## src/rtl/life_scan_ctrl.sv

```systemverilog
// Scan-chain master for the 4x4 life tile: serial write, read or exchange of
// the tile pattern, with the tile's run input held off while the chain shifts.
module life_scan_ctrl #(
  parameter int CELLS = 16
) (
  input  logic             clk,
  input  logic             reset,
  input  logic             start_read,
  input  logic             start_write,
  input  logic [CELLS-1:0] wdata,
  input  logic             run_req,
  input  logic             scan_read_val,
  output logic             scan,
  output logic             scan_write_val,
  output logic             scan_write_enb,
  output logic             run,
  output logic [CELLS-1:0] rdata,
  output logic             busy,
  output logic             done
);

  localparam int CW = $clog2(CELLS) + 1;
  localparam logic [CW-1:0] LAST = CW'(CELLS - 1);

  typedef enum logic [1:0] {
    IDLE  = 2'd0,
    SHIFT = 2'd1,
    DONE  = 2'd2
  } state_t;

  state_t           r_state;
  logic [CELLS-1:0] r_wsr;
  logic [CELLS-1:0] r_rdata;
  logic [CW-1:0]    r_cnt;
  logic             r_rd;
  logic             r_wr;
  logic             r_scan;
  logic             r_swe;
  logic             r_busy;
  logic             r_done;

  // Pass sequencer: accept in IDLE, CELLS shift cycles, one DONE cycle.
  always_ff @(posedge clk) begin
    if (reset) begin
      r_state <= IDLE;
      r_wsr   <= '0;
      r_rdata <= '0;
      r_cnt   <= '0;
      r_rd    <= 1'b0;
      r_wr    <= 1'b0;
      r_scan  <= 1'b0;
      r_swe   <= 1'b0;
      r_busy  <= 1'b0;
      r_done  <= 1'b0;
    end else begin
      case (r_state)
        IDLE: begin
          r_done <= 1'b0;
          if (start_read || start_write) begin
            r_wsr   <= wdata;
            r_rd    <= start_read;
            r_wr    <= start_write;
            r_cnt   <= '0;
            r_scan  <= 1'b1;
            r_swe   <= start_write;
            r_busy  <= 1'b1;
            r_state <= SHIFT;
          end
        end
        SHIFT: begin
          r_wsr <= r_wsr << 1;
          if (r_rd) begin
            r_rdata <= {r_rdata[CELLS-2:0], scan_read_val};
          end
          r_cnt <= r_cnt + CW'(1);
          // The edge that performs the last shift also leaves SHIFT.
          if (r_cnt == LAST) begin
            r_scan  <= 1'b0;
            r_swe   <= 1'b0;
            r_done  <= 1'b1;
            r_state <= DONE;
          end
        end
        DONE: begin
          r_done  <= 1'b0;
          r_busy  <= 1'b0;
          r_state <= IDLE;
        end
        default: begin
          r_scan  <= 1'b0;
          r_swe   <= 1'b0;
          r_busy  <= 1'b0;
          r_done  <= 1'b0;
          r_state <= IDLE;
        end
      endcase
    end
  end

  assign scan           = r_scan;
  assign scan_write_enb = r_swe;
  assign scan_write_val = r_wsr[CELLS-1];
  assign rdata          = r_rdata;
  assign busy           = r_busy;
  assign done           = r_done;
  // Only IDLE lets the tile evolve, so no generation step can meet a shift.
  assign run            = (r_state == IDLE) ? run_req : 1'b0;

endmodule
```

## config.mk

```make
export PLATFORM = sky130hd
export DESIGN_NAME = life_scan_ctrl
export DESIGN_NICKNAME = d
export VERILOG_FILES = /design/src/rtl/life_scan_ctrl.sv
export SDC_FILE = /design/constraint.sdc
export NUM_CORES = 1
export LEC_CHECK = 0
export ABC_CLOCK_PERIOD_IN_PS = 2000
export CELL_PAD_IN_SITES_DETAIL_PLACEMENT = 1
export CELL_PAD_IN_SITES_GLOBAL_PLACEMENT = 1
export CORE_MARGIN = 5
export CORE_UTILIZATION = 37
export CTS_CLUSTER_DIAMETER = 150
export DETAILED_ROUTE_END_ITERATION = 8
export PLACE_DENSITY = 0.74
export SKIP_LAST_GASP = 1
export SLEW_MARGIN = 20
export SYNTH_ARGS = -nofsm -noshare
export SYNTH_HDL_FRONTEND = slang
export SYNTH_SLANG_ARGS = --single-unit
export TNS_END_PERCENT = 5
```

## constraint.sdc

```tcl
create_clock -name clk -period 2 [get_ports clk]
set_input_delay 0.4 -clock clk [delete_from_list [all_inputs] [get_ports clk]]
set_output_delay 0.4 -clock clk [all_outputs]
set_load 0.005 [all_outputs]
```

==> results_dict.tcl <==
set metrics [dict create \
    vias 1635 \
    fin_skew_ps 1.94 \
    ys_warn_count 0 \
    clk_pin_slew_ps 80 \
    grt_pass1_vias 1718 \
    drc 0 \
    start_kind "flop" \
    initial_core_util_pct 38.3 \
    period_share_pct 94.5 \
    hold_violations 0 \
    ir_drop_v 0.000252 \
    overflow 0 \
    synth.distinct_cells 40 \
    n_fill_cell 609 \
    dr.pass1.iters 4 \
    tightest_slew_ps 853 \
    power_density_mw_per_mm2 700 \
    htreeDepth 2 \
    path_class "reg2out" \
    cts_hold_buf 0 \
    period_needed_ps 1890 \
    dp_hpwl_mm 3.28 \
    viasPerCell 5.08 \
    wirelength_mm 4.63 \
    clockRootBuffer "clkbuf_8" \
    area_growth_pct 29.7 \
    slew-limit-headroom_pct 43.1 \
    rows 26 \
    cts_buffer_depth 2 \
    final_util_pct 49.7 \
    synth-async-reset-ratio_pct 0 \
    status "completed" \
    synth_edf_count 0 \
    rsz0062_at_grt "no" \
    die_y_um 82.7 \
    cts_resized 0 \
    die_w_um 82.7 \
    core_area_mm2 0.00511 \
    floorplan.die_area_mm2 0.00684 \
    ant_nets 0 \
    synth_area_leaders "dfxtp_1 (45%), mux2i_1 (7.7%), a21oi_1 (7.4%)" \
    synth_fp_nets 231 \
    cts.sinks 44 \
    ios 44 \
    cts_buffers 5 \
    synth-main-ff-cell "dfxtp_1" \
    grt_usage_pct 15.1 \
    synth_area_mm2 0.00196 \
    port_buffers 43 \
    grt_max_degree 23 \
    drtIter0Drc 70 \
    wl_per_cell_um 14.4 \
    grt_pass1_wl_mm 7.98 \
    required_ps 1600 \
    critPathMaxFanout 4 \
    postSynthCellCount 207 \
    maxCapViolations 0 \
    ys_seq_area_share_pct 45.0 \
    tns_ps 0 \
    setup_violations 0 \
    clk_latency_ps 290 \
    syn_area_per_cell_um2 9.45 \
    fin_nets 275 \
    synth_seq_cells 44 \
    post_cts_buffers 0 \
    yosysTopAreaCell "dfxtp_1" \
    globalplace.congestion 0.721 \
    cts_tree "built" \
    diodes 0 \
    slew_viol_final 0 \
    hp-class "reg2reg" \
    drive_gt1_share_pct 17.5 \
    leakage_nw 0.922 \
    cp-end-kind "output pin" \
    fmax_ghz 0.529 \
    arrival_ps 1490 \
    antenna_found_initial 0 \
    synth.top_cell.area_share_pct 45.0 \
    p_total_w 0.00177 \
]
==> cell type report <==
class / instances / area [um2] / share of cell area (%)
clock buffers: 8 / 90.1 / 3.55
flip-flops and latches: 44 / 881 / 34.7
well taps: 70 / 87.6 / 3.45
multi-input cells: 144 / 948 / 37.4
repair buffers: 53 / 518 / 20.4
inverters: 3 / 11.3 / 0.444
==> kinds of logic (layout without fill, tap and decap cells) <==
group / after synthesis / count (layout) / share of synthesized area [%]
buf+inv: 19 / 64 / 6.46
flops: 44 / 44 / 45.0
compound gates: 66 / 66 / 24.1
simple gates: 61 / 61 / 15.4
mux: 15 / 15 / 7.68
fa+ha+maj: 2 / 2 / 1.28
==> per-stage QoR <==
step           area [um2]  hold slack, ps  setup slack, ps  cells
6_report             2540             462              110    322
5_1_grt              2540             501            0.706    322
4_1_cts              2540             470             87.5    322
3_5_place_dp         2450             459            -79.9    314
3_3_place_gp         2450             447            -31.3    314
2_1_floorplan        1960             447              580    207
==> worst max-delay path, stage by stage (launching register included) <==
cell,delay [ps]
dfxtp_1,330
nor2_1,210
and2_1,160
clkdlybuf4s50_1,490
==> placed cells by master, fill, tap and decap left out, drive strengths merged, types with 2 or more instances in the layout <==
master	count
a21oi	39
ha	2
or2	3
o31ai	2
mux2i	15
a211oi	15
o211ai	2
nor2	6
nand3b	2
or3	3
inv	3
clkdlybuf4s50	43
nand2b	2
buf	10
clkbuf	8
dfxtp	44
nand3	3
nand2	34
nor3	2
o21ai	4
==> where the power goes <==
group | switching (W) | total (W) | internal [W]
combinational | 0.000120 | 0.000258 | 0.000138
sequential | 0.0000265 | 0.000945 | 0.000918
clock | 0.000290 | 0.000572 | 0.000282
total | 0.000437 | 0.00177 | 0.00134
==> flip-flops by register name, summed over array words and instances (netlist names) <==
name	flops
r_wsr	16
rdata	16
r_rd	1
scan_write_enb	1
busy	1
done	1
scan	1
r_cnt	5
r_state	2
==> Yosys cell counts (2+ instances only) <==
cell type	number
nand2_1	34
nand3b_1	2
ha_1	2
buf_1	2
a211oi_1	7
nor2_1	5
dfxtp_1	44
buf_6	4
or2_2	3
a21oi_2	10
a211oi_2	8
a21oi_1	29
inv_1	2
mux2i_1	15
o211ai_1	2
buf_2	4
clkbuf_1	4
nand3_1	3
or3_1	3
o21ai_0	4
==> worst paths after layout <==
| check | startpoint | endpoint | slack [ps] | depth (start not counted) |
|---|---|---|---|---|
| max | r_state[1] | run | 110 | 3 |
| min | rdata[15] | rdata[15] | 460 | 2 |
| max reg2reg | r_state[0] | r_wsr[4] | 450 | 4 |
| min reg2reg | rdata[15] | rdata[15] | 460 | 2 |
==> metal layers <==
layer	vias to the layer above	GRT usage [%]	wire, um
li1	817	-	-
met1	779	18.9	2100
met2	32	25.2	2310
met3	7	3.36	151
met4	0	6.21	63
met5	-	0	0
No activity file was read; power rests on OpenSTA's default activity.
